<file path="config.mk">
export PLATFORM = sky130hd
export DESIGN_NAME = mul_seq_booth4
export DESIGN_NICKNAME = d
export VERILOG_FILES = /design/src/rtl/mul_seq_booth4_pkg.sv /design/src/rtl/mul_seq_booth4_recode.sv /design/src/rtl/mul_seq_booth4.sv
export SDC_FILE = /design/constraint.sdc
export NUM_CORES = 1
export LEC_CHECK = 0
export BUFFER_PORTS_ARGS = -buffer_cell sky130_fd_sc_hd__buf_2
export CAP_MARGIN = 15
export CORE_MARGIN = 2
export CORE_UTILIZATION = 40
export DETAILED_ROUTE_END_ITERATION = 7
export MAX_ROUTING_LAYER = met4
export SKIP_CTS_REPAIR_TIMING = 1
export SLEW_MARGIN = 25
export SYNTH_ARGS = -nofsm -noshare
export SYNTH_HDL_FRONTEND = slang
export SYNTH_HIERARCHICAL = 1
export SYNTH_SLANG_ARGS = --single-unit
</file>
<file path="constraint.sdc">
create_clock -name clock -period 14.2 [get_ports clock]
set_clock_uncertainty 0.1 [all_clocks]
set_input_delay 2.13 -clock clock [delete_from_list [all_inputs] [get_ports clock]]
set_output_delay 2.13 -clock clock [all_outputs]
set_load 0.01 [all_outputs]
</file>
<file path="src/rtl/mul_seq_booth4_pkg.sv">
// Shared types for the sequential radix-4 Booth multiplier: FSM states,
// Booth digit codes and the step-counter width helper.
package mul_pkg;

  typedef enum logic {
    IDLE,
    RUN
  } state_t;

  typedef enum logic [2:0] {
    ZERO = 3'd0,
    POS1 = 3'd1,
    POS2 = 3'd2,
    NEG1 = 3'd3,
    NEG2 = 3'd4
  } booth_digit_t;

  // Width of a counter that must hold 0..n-1; never narrower than one bit.
  function automatic int cnt_width(input int n);
    return (n < 2) ? 1 : $clog2(n);
  endfunction

endpackage

</file>
<file path="src/rtl/mul_seq_booth4_recode.sv">
// Radix-4 Booth recoder: maps a 3-bit multiplier window to a digit and the
// matching addend (0, +M, +2M, -M, -2M) at the accumulator width.
module booth_r4_recode
  import mul_pkg::*;
#(
  parameter int AW = 66
) (
  input  logic [2:0]    i_win,
  input  logic [AW-1:0] i_m,
  output booth_digit_t  o_digit,
  output logic [AW-1:0] o_addend
);

  always_comb begin
    o_digit = ZERO;
    unique case (i_win)
      3'b000, 3'b111: o_digit = ZERO;
      3'b001, 3'b010: o_digit = POS1;
      3'b011:         o_digit = POS2;
      3'b100:         o_digit = NEG2;
      3'b101, 3'b110: o_digit = NEG1;
      default:        o_digit = ZERO;
    endcase
  end

  always_comb begin
    o_addend = '0;
    unique case (o_digit)
      ZERO:    o_addend = '0;
      POS1:    o_addend = i_m;
      POS2:    o_addend = i_m << 1;
      NEG1:    o_addend = -i_m;
      NEG2:    o_addend = -(i_m << 1);
      default: o_addend = '0;
    endcase
  end

endmodule

</file>
<file path="src/rtl/mul_seq_booth4.sv">
// Multi-cycle radix-4 Booth multiplier: captures operands on start, retires
// two multiplier bits per clock and holds the 2*WIDTH-bit product.
module mul_seq_booth4
  import mul_pkg::*;
#(
  parameter int WIDTH = 32
) (
  input  logic               clock,
  input  logic               clear,
  input  logic               start,
  input  logic               signed_op,
  input  logic [WIDTH-1:0]   RA,
  input  logic [WIDTH-1:0]   RB,
  output logic               busy,
  output logic               done,
  output logic [2*WIDTH-1:0] product
);

  localparam int ITER = WIDTH / 2 + 1;
  localparam int CW   = cnt_width(ITER);
  localparam int AW   = 2 * WIDTH + 2;
  localparam int QW   = WIDTH + 3;

  if ((WIDTH % 2) != 0 || WIDTH < 4) begin : g_bad_width
    $error("mul_seq_booth4: WIDTH must be even and at least 4");
  end

  state_t         r_state;
  logic [AW-1:0]  r_m;
  logic [AW-1:0]  r_acc;
  logic [QW-1:0]  r_q;
  logic [CW-1:0]  r_cnt;

  logic [WIDTH+1:0] w_ext_a;
  logic [WIDTH+1:0] w_ext_b;
  logic [AW-1:0]    w_addend;
  logic [AW-1:0]    w_acc_next;
  booth_digit_t     w_digit;

  // Two extra bits let the unsigned top digit be recoded like a signed one,
  // so both modes share one datapath and one latency.
  assign w_ext_a = {{2{signed_op & RA[WIDTH-1]}}, RA};
  assign w_ext_b = {{2{signed_op & RB[WIDTH-1]}}, RB};

  booth_r4_recode #(.AW(AW)) u_recode (
    .i_win    (r_q[2:0]),
    .i_m      (r_m),
    .o_digit  (w_digit),
    .o_addend (w_addend)
  );

  assign w_acc_next = (w_digit == ZERO) ? r_acc : r_acc + w_addend;

  always_ff @(posedge clock) begin
    if (clear) begin
      r_state <= IDLE;
      busy    <= 1'b0;
      done    <= 1'b0;
      product <= '0;
      r_cnt   <= '0;
      r_m     <= '0;
      r_q     <= '0;
      r_acc   <= '0;
    end else begin
      done <= 1'b0;
      unique case (r_state)
        IDLE: begin
          if (start) begin
            r_m     <= {{WIDTH{w_ext_a[WIDTH+1]}}, w_ext_a};
            r_q     <= {w_ext_b, 1'b0};
            r_acc   <= '0;
            r_cnt   <= '0;
            busy    <= 1'b1;
            r_state <= RUN;
          end
        end
        RUN: begin
          r_acc <= w_acc_next;
          r_m   <= r_m << 2;
          r_q   <= {{2{r_q[QW-1]}}, r_q[QW-1:2]};
          r_cnt <= r_cnt + CW'(1);
          if (r_cnt == CW'(ITER - 1)) begin
            product <= w_acc_next[2*WIDTH-1:0];
            done    <= 1'b1;
            busy    <= 1'b0;
            r_state <= IDLE;
          end
        end
        default: r_state <= IDLE;
      endcase
    end
  end

endmodule

</file>
==> impl_metrics.ini, run 1 <==
[run_status]
outcome = complete, no violations

[pwr]
vdd_drop_max_uv = 93.8
leakage_uw = 0.00773
power.total_uw = 1880
power_density_nw_per_um2 = 100

[synthesis]
synth.avg_cell_area_um2 = 7.48
synth_fp_nets = 2407
syn_area_um2 = 17000
ys_warn_count = 6
synthCells = 2270

[finish]
syn_to_final_growth_pct = 10.4
fillCellCount = 4197
final_util_pct = 44.7
drive_gt1_share_pct = 11.3
layoutNonFillerInstCount = 2830
final_nets = 2400

[clocking]
cts_buffer_depth = 3
clk_latency_ns = 0.59
cts_tree = yes
clk_pin_slew_ns = 0.07
root_buffer = clkbuf_16
cts.sinks = 235
cts_max_level = 1
cts_made_buffers = 29

[timing]
rsz0062_at_grt = no
layout_min_cycle_time_ns = 6.00
setup_tns_ns = 0
relSlewSlack_pct = 32.4
worst_hold_slack_ns = 0.349
clock.fmax_ghz = 0.167
slew_viol_final = 0
fin_crit_sh_pct = 42.3
worstMarginPinSlew_ns = 1.00
finalHoldViolCount = 0
finalSetupViolations = 0

[critical_path]
crit_path_start_kind = register
startpoint = r_q[1]$_SDFFE_PP0P_
path_delay_family = compound AO/OA/AOI/OAI gates
crit_top_cell = o21ai_0
path_max_fanout = 20
cpMaxStageDelayCell = nand2b_1
crit_chain = inv_1 -> ha_1 -> nand2b_1 -> o21ai_0 -> a221oi_1 -> o21ai_0 -> ha_1 -> a21oi_2 -> a21boi_0 -> o21ai_0 -> o2111a_1 -> a21oi_2 -> o31ai_4 -> o41ai_4 -> a41o_1 -> a221oi_2 -> xor2_1 -> a2111oi_2
cp.required_ns = 14.59
critical_path_arrival_ns = 6.39
critPathKind = reg -> reg
path_buf_inv = 1
timing.rr.start = r_q[1]$_SDFFE_PP0P_
worst_setup_path_end_kind = register
critPathMaxStageDelay_ns = 0.83

[route]
drt_iter0_drc = 1639
vias = 17000
drc = 0
wl_per_cell_um = 19.3
drtAntennaViolNets = 0
viasPerCell = 5.99
first_pass_iters = 6
wl_um = 54700

[global_route]
antenna_found_initial = 5
grt_pass1_vias = 15600
grt_start_max_net_pins = 91
grt_pass1_wl_um = 86300
grt_remaining_overflow = 0
track_usage_pct = 24.9

[die]
coreArea_um2 = 41900
io_pins = 134
die_area_um2 = 44100
dieWidth_um = 210
initial_utilization_pct = 40.5
row_count = 75
die_y_um = 210

[job]
maxCapViolations = 0

[worst_hold_path]
hp-start = product[37]$_SDFFE_PP0P_
hold_class = reg -> reg

[placed_design]
place.gp.congestion = 0.962
dp.cells = 2771
io_buffer_count = 133
dp_hpwl_um = 39300
==> report_power, final <==
group          total (µW)  internal (µW)  switching [µW]
combinational         343            114             229
clock                 825            512             313
sequential            716            680            35.9
==> per-layer routing <==
layer / GRT usage [%] / wire length, µm
met1: 35.0 / 25900
met2: 36.5 / 23200
met3: 4.51 / 4350
met4: 6.70 / 1290
met5: - / 0
==> stage by stage <==
stage          area (µm²)  worst slack [ns]
6_report            18800              8.20
5_1_grt             18800              7.82
4_1_cts             18700              8.20
3_5_place_dp        17700              8.22
3_3_place_gp        17700              8.28
2_1_floorplan       17000              8.87
==> tightest hold or removal path, cell delays in order, from the launching register on <==
cell and delay [ns]:
dfxtp_1 0.30, nand2_1 0.05, a21oi_1 0.05
==> cell type report <==
| class | instances | area [µm²] | area share [%] |
|---|---|---|---|
| Antenna cell | 5 | 12.5 | 0.0667 |
| Clock buffer | 40 | 817 | 4.36 |
| Clock inverter | 14 | 239 | 1.27 |
| Inverter | 33 | 124 | 0.661 |
| Multi-Input combinational cell | 1807 | 11300 | 60.3 |
| Sequential cell | 235 | 4710 | 25.1 |
| Tap cell | 539 | 674 | 3.60 |
| Timing Repair Buffer | 157 | 862 | 4.60 |
==> layout by cell type, fill, tap and decap left out, drive strengths merged, types with 15 or more instances in the layout <==
cell    count
and3       20
o21ai     157
a22o       15
mux2i      80
a31oi      15
a22oi      31
nand2     178
o21bai     16
inv        36
nor3       85
xnor2      58
xor2       41
clkbuf     40
o211ai     16
ha         68
buf       157
nand4      30
a21oi     248
nor4       35
or3        18
nor2      309
a211oi     38
nor3b      60
nand3      39
dfxtp     235
a21o       57
==> path summary, 6_finish.rpt <==
check / end / slack [ns] / depth (start not counted)
worst max-delay path: product[62]$_SDFFE_PP0P_ / 8.20 / 18
worst min register to register: product[37]$_SDFFE_PP0P_ / 0.35 / 2
worst min-delay path: product[37]$_SDFFE_PP0P_ / 0.35 / 2
worst max register to register: product[62]$_SDFFE_PP0P_ / 8.20 / 18
==> registers in the layout, summed over array words and instances (netlist names) <==
name,flops
product,64
r_acc,64
r_m,64
r_q,35
r_cnt,5
busy,1
done,1
r_state,1
Power figures use the tool's default switching activity.
==> inputs of run 2 (changes only) <==
--- a/config.mk
+++ b/config.mk
@@ -5,6 +5,7 @@
 export SDC_FILE = /design/constraint.sdc
 export NUM_CORES = 1
 export LEC_CHECK = 0
+export ABC_AREA = 1
 export BUFFER_PORTS_ARGS = -buffer_cell sky130_fd_sc_hd__buf_2
 export CAP_MARGIN = 15
 export CORE_MARGIN = 2
==> constraint.sdc (replaced) <==
create_clock -name clock -period 6.2 [get_ports clock]
set_clock_uncertainty 0.1 [all_clocks]
set_input_delay 0.93 -clock clock [delete_from_list [all_inputs] [get_ports clock]]
set_output_delay 0.93 -clock clock [all_outputs]
set_load 0.01 [all_outputs]
==> impl_metrics.ini, run 2 <==
[die]
initial_utilization_pct = 40.8
io_pins = 134
coreArea_um2 = 46800
die_y_um = 222
dieWidth_um = 222
row_count = 79
die_area_um2 = 49400

[timing]
layout_min_cycle_time_ns = 4.69
rsz0062_at_grt = no
finalHoldViolCount = 0
worstMarginPinSlew_ns = 1.01
clock.fmax_ghz = 0.213
slew_viol_final = 0
worst_hold_slack_ns = 0.347
fin_ws_ns = 1.51
fin_crit_sh_pct = 75.6
setup_tns_ns = 0
relSlewSlack_pct = 32.8
finalSetupViolations = 0

[placed_design]
dpl_cell_area_um2 = 20200
dp_hpwl_um = 49900
place_worst_setup_slack_ns = 1.65
io_buffer_count = 133
place.gp.congestion = 1.03

[route]
vias = 20600
drt_iter0_drc = 1668
drtAntennaViolNets = 0
viasPerCell = 5.11
first_pass_iters = 6
wl_um = 64600
wl_per_cell_um = 16.1
drc = 0

[global_route]
grt_start_max_net_pins = 89
track_usage_pct = 26.5
antenna_found_initial = 1
grt_pass1_vias = 18900
grt_remaining_overflow = 0
grt_pass1_wl_um = 103000

[synthesis]
synth_fp_nets = 3465
synth.avg_cell_area_um2 = 5.73
synthCells = 3328
ys_warn_count = 6
syn_area_um2 = 19100

[critical_path]
cpMaxStageDelayCell = clkinv_1
path_max_fanout = 25
critPathMaxStageDelay_ns = 0.54
cp.required_ns = 6.60
worst_setup_path_end_kind = register
crit_top_cell = nand2_1
crit_chain = inv_1 -> ha_1 -> a21oi_1 -> inv_1 -> nand2_1 -> clkinv_1 -> buf_4 -> nand2_1 -> nand4_1 -> ha_1 -> nand2_1 -> nor2_1 -> nand2_1 -> nor2_1 -> nand2_1 -> nand3_2 -> nand2_1 -> nand3_1 -> nand3_1 -> nand2_1 -> nand2_1 -> a21oi_1
critPathKind = reg -> reg
critical_path_arrival_ns = 5.09
crit_path_start_kind = register

[pwr]
power.share.sequential_pct = 37.9
vdd_drop_max_uv = 212
leakage_uw = 0.0107
power_density_nw_per_um2 = 205
pwr-share-clk_pct = 40.2
netSwitchingPower_uw = 1450
combPwrFrac_pct = 21.9
p_int_uw = 2890
swShare_pct = 33.3
power.total_uw = 4340

[job]
maxCapViolations = 0

[finish]
drive_gt1_share_pct = 9.35
layout_commonest_cell = nand2_1
mostFrequentLayoutCells = nand2_1 (1264), inv_1 (494), nand3_1 (287)
syn_to_final_growth_pct = 10.8
final_nets = 3528
reg_top3 = product x64, r_acc x64, r_m x64
fin_area_um2 = 21100

[run_status]
outcome = complete, no violations

[worst_hold_path]
hold_class = reg -> reg

[clocking]
clk_pin_slew_ns = 0.06
clk_latency_ns = 0.58
root_buffer = clkbuf_16
cts_tree = yes
cts_made_buffers = 28
cts_buffer_depth = 3
cts.sinks = 235
cts_max_level = 1
## run 2: power groups by stage
| stage | registers (µW) | logic [µW] | clock network [µW] |
|---|---|---|---|
| 3_5_place_dp | 1670 | 933 | 0 |
| 2_1_floorplan | 1640 | 691 | 0 |
| 3_3_place_gp | 1670 | 936 | 0 |
| 5_1_grt | 1650 | 1050 | 1850 |
| 4_1_cts | 1640 | 937 | 1780 |
| 6_report | 1640 | 951 | 1740 |
## run 2: final timing paths
check | depth (start not counted) | from | endpoint | slack [ns]
max | 22 | r_q[0]$_SDFFE_PP0P_ | r_acc[35]$_SDFFE_PP0P_ | 1.51
min reg2reg | 2 | product[51]$_SDFFE_PP0P_ | product[51]$_SDFFE_PP0P_ | 0.35
max reg2reg | 22 | r_q[0]$_SDFFE_PP0P_ | r_acc[35]$_SDFFE_PP0P_ | 1.51
min | 2 | product[51]$_SDFFE_PP0P_ | product[51]$_SDFFE_PP0P_ | 0.35
## run 2: cell type report
class | instances | area, µm²
inverters | 504 | 1890
clock buffers | 35 | 757
multi-input cells | 2472 | 12000
well taps | 607 | 759
fillers | 5135 | 25600
clock inverters | 17 | 214
diodes | 1 | 2.50
flip-flops and latches | 235 | 4710
repair buffers | 150 | 800
## run 2: metrics by stage
stage / utilization [%] / cells
2_1_floorplan: - / 3328
3_3_place_gp: 43.1 / 3967
3_5_place_dp: 43.1 / 3968
4_1_cts: 45.2 / 4020
5_1_grt: 45.2 / 4021
6_report: 45.2 / 4021
## run 2: per-layer routing
layer  GRT usage [%]  share of wire (%)
met5               -                  0
met4            8.52                3.4
met3            2.80                6.3
met2            39.7                 42
met1            37.3                 48
## run 2: critical path: cells and delay by family (launching register included)
family	cells	cell delay (ns)
AOI/OAI and AO/OA	2	0.33
adders and majority gates	2	0.84
buffers and inverters	4	1.16
DFF	1	0.35
and+or+nand+nor	14	1.83
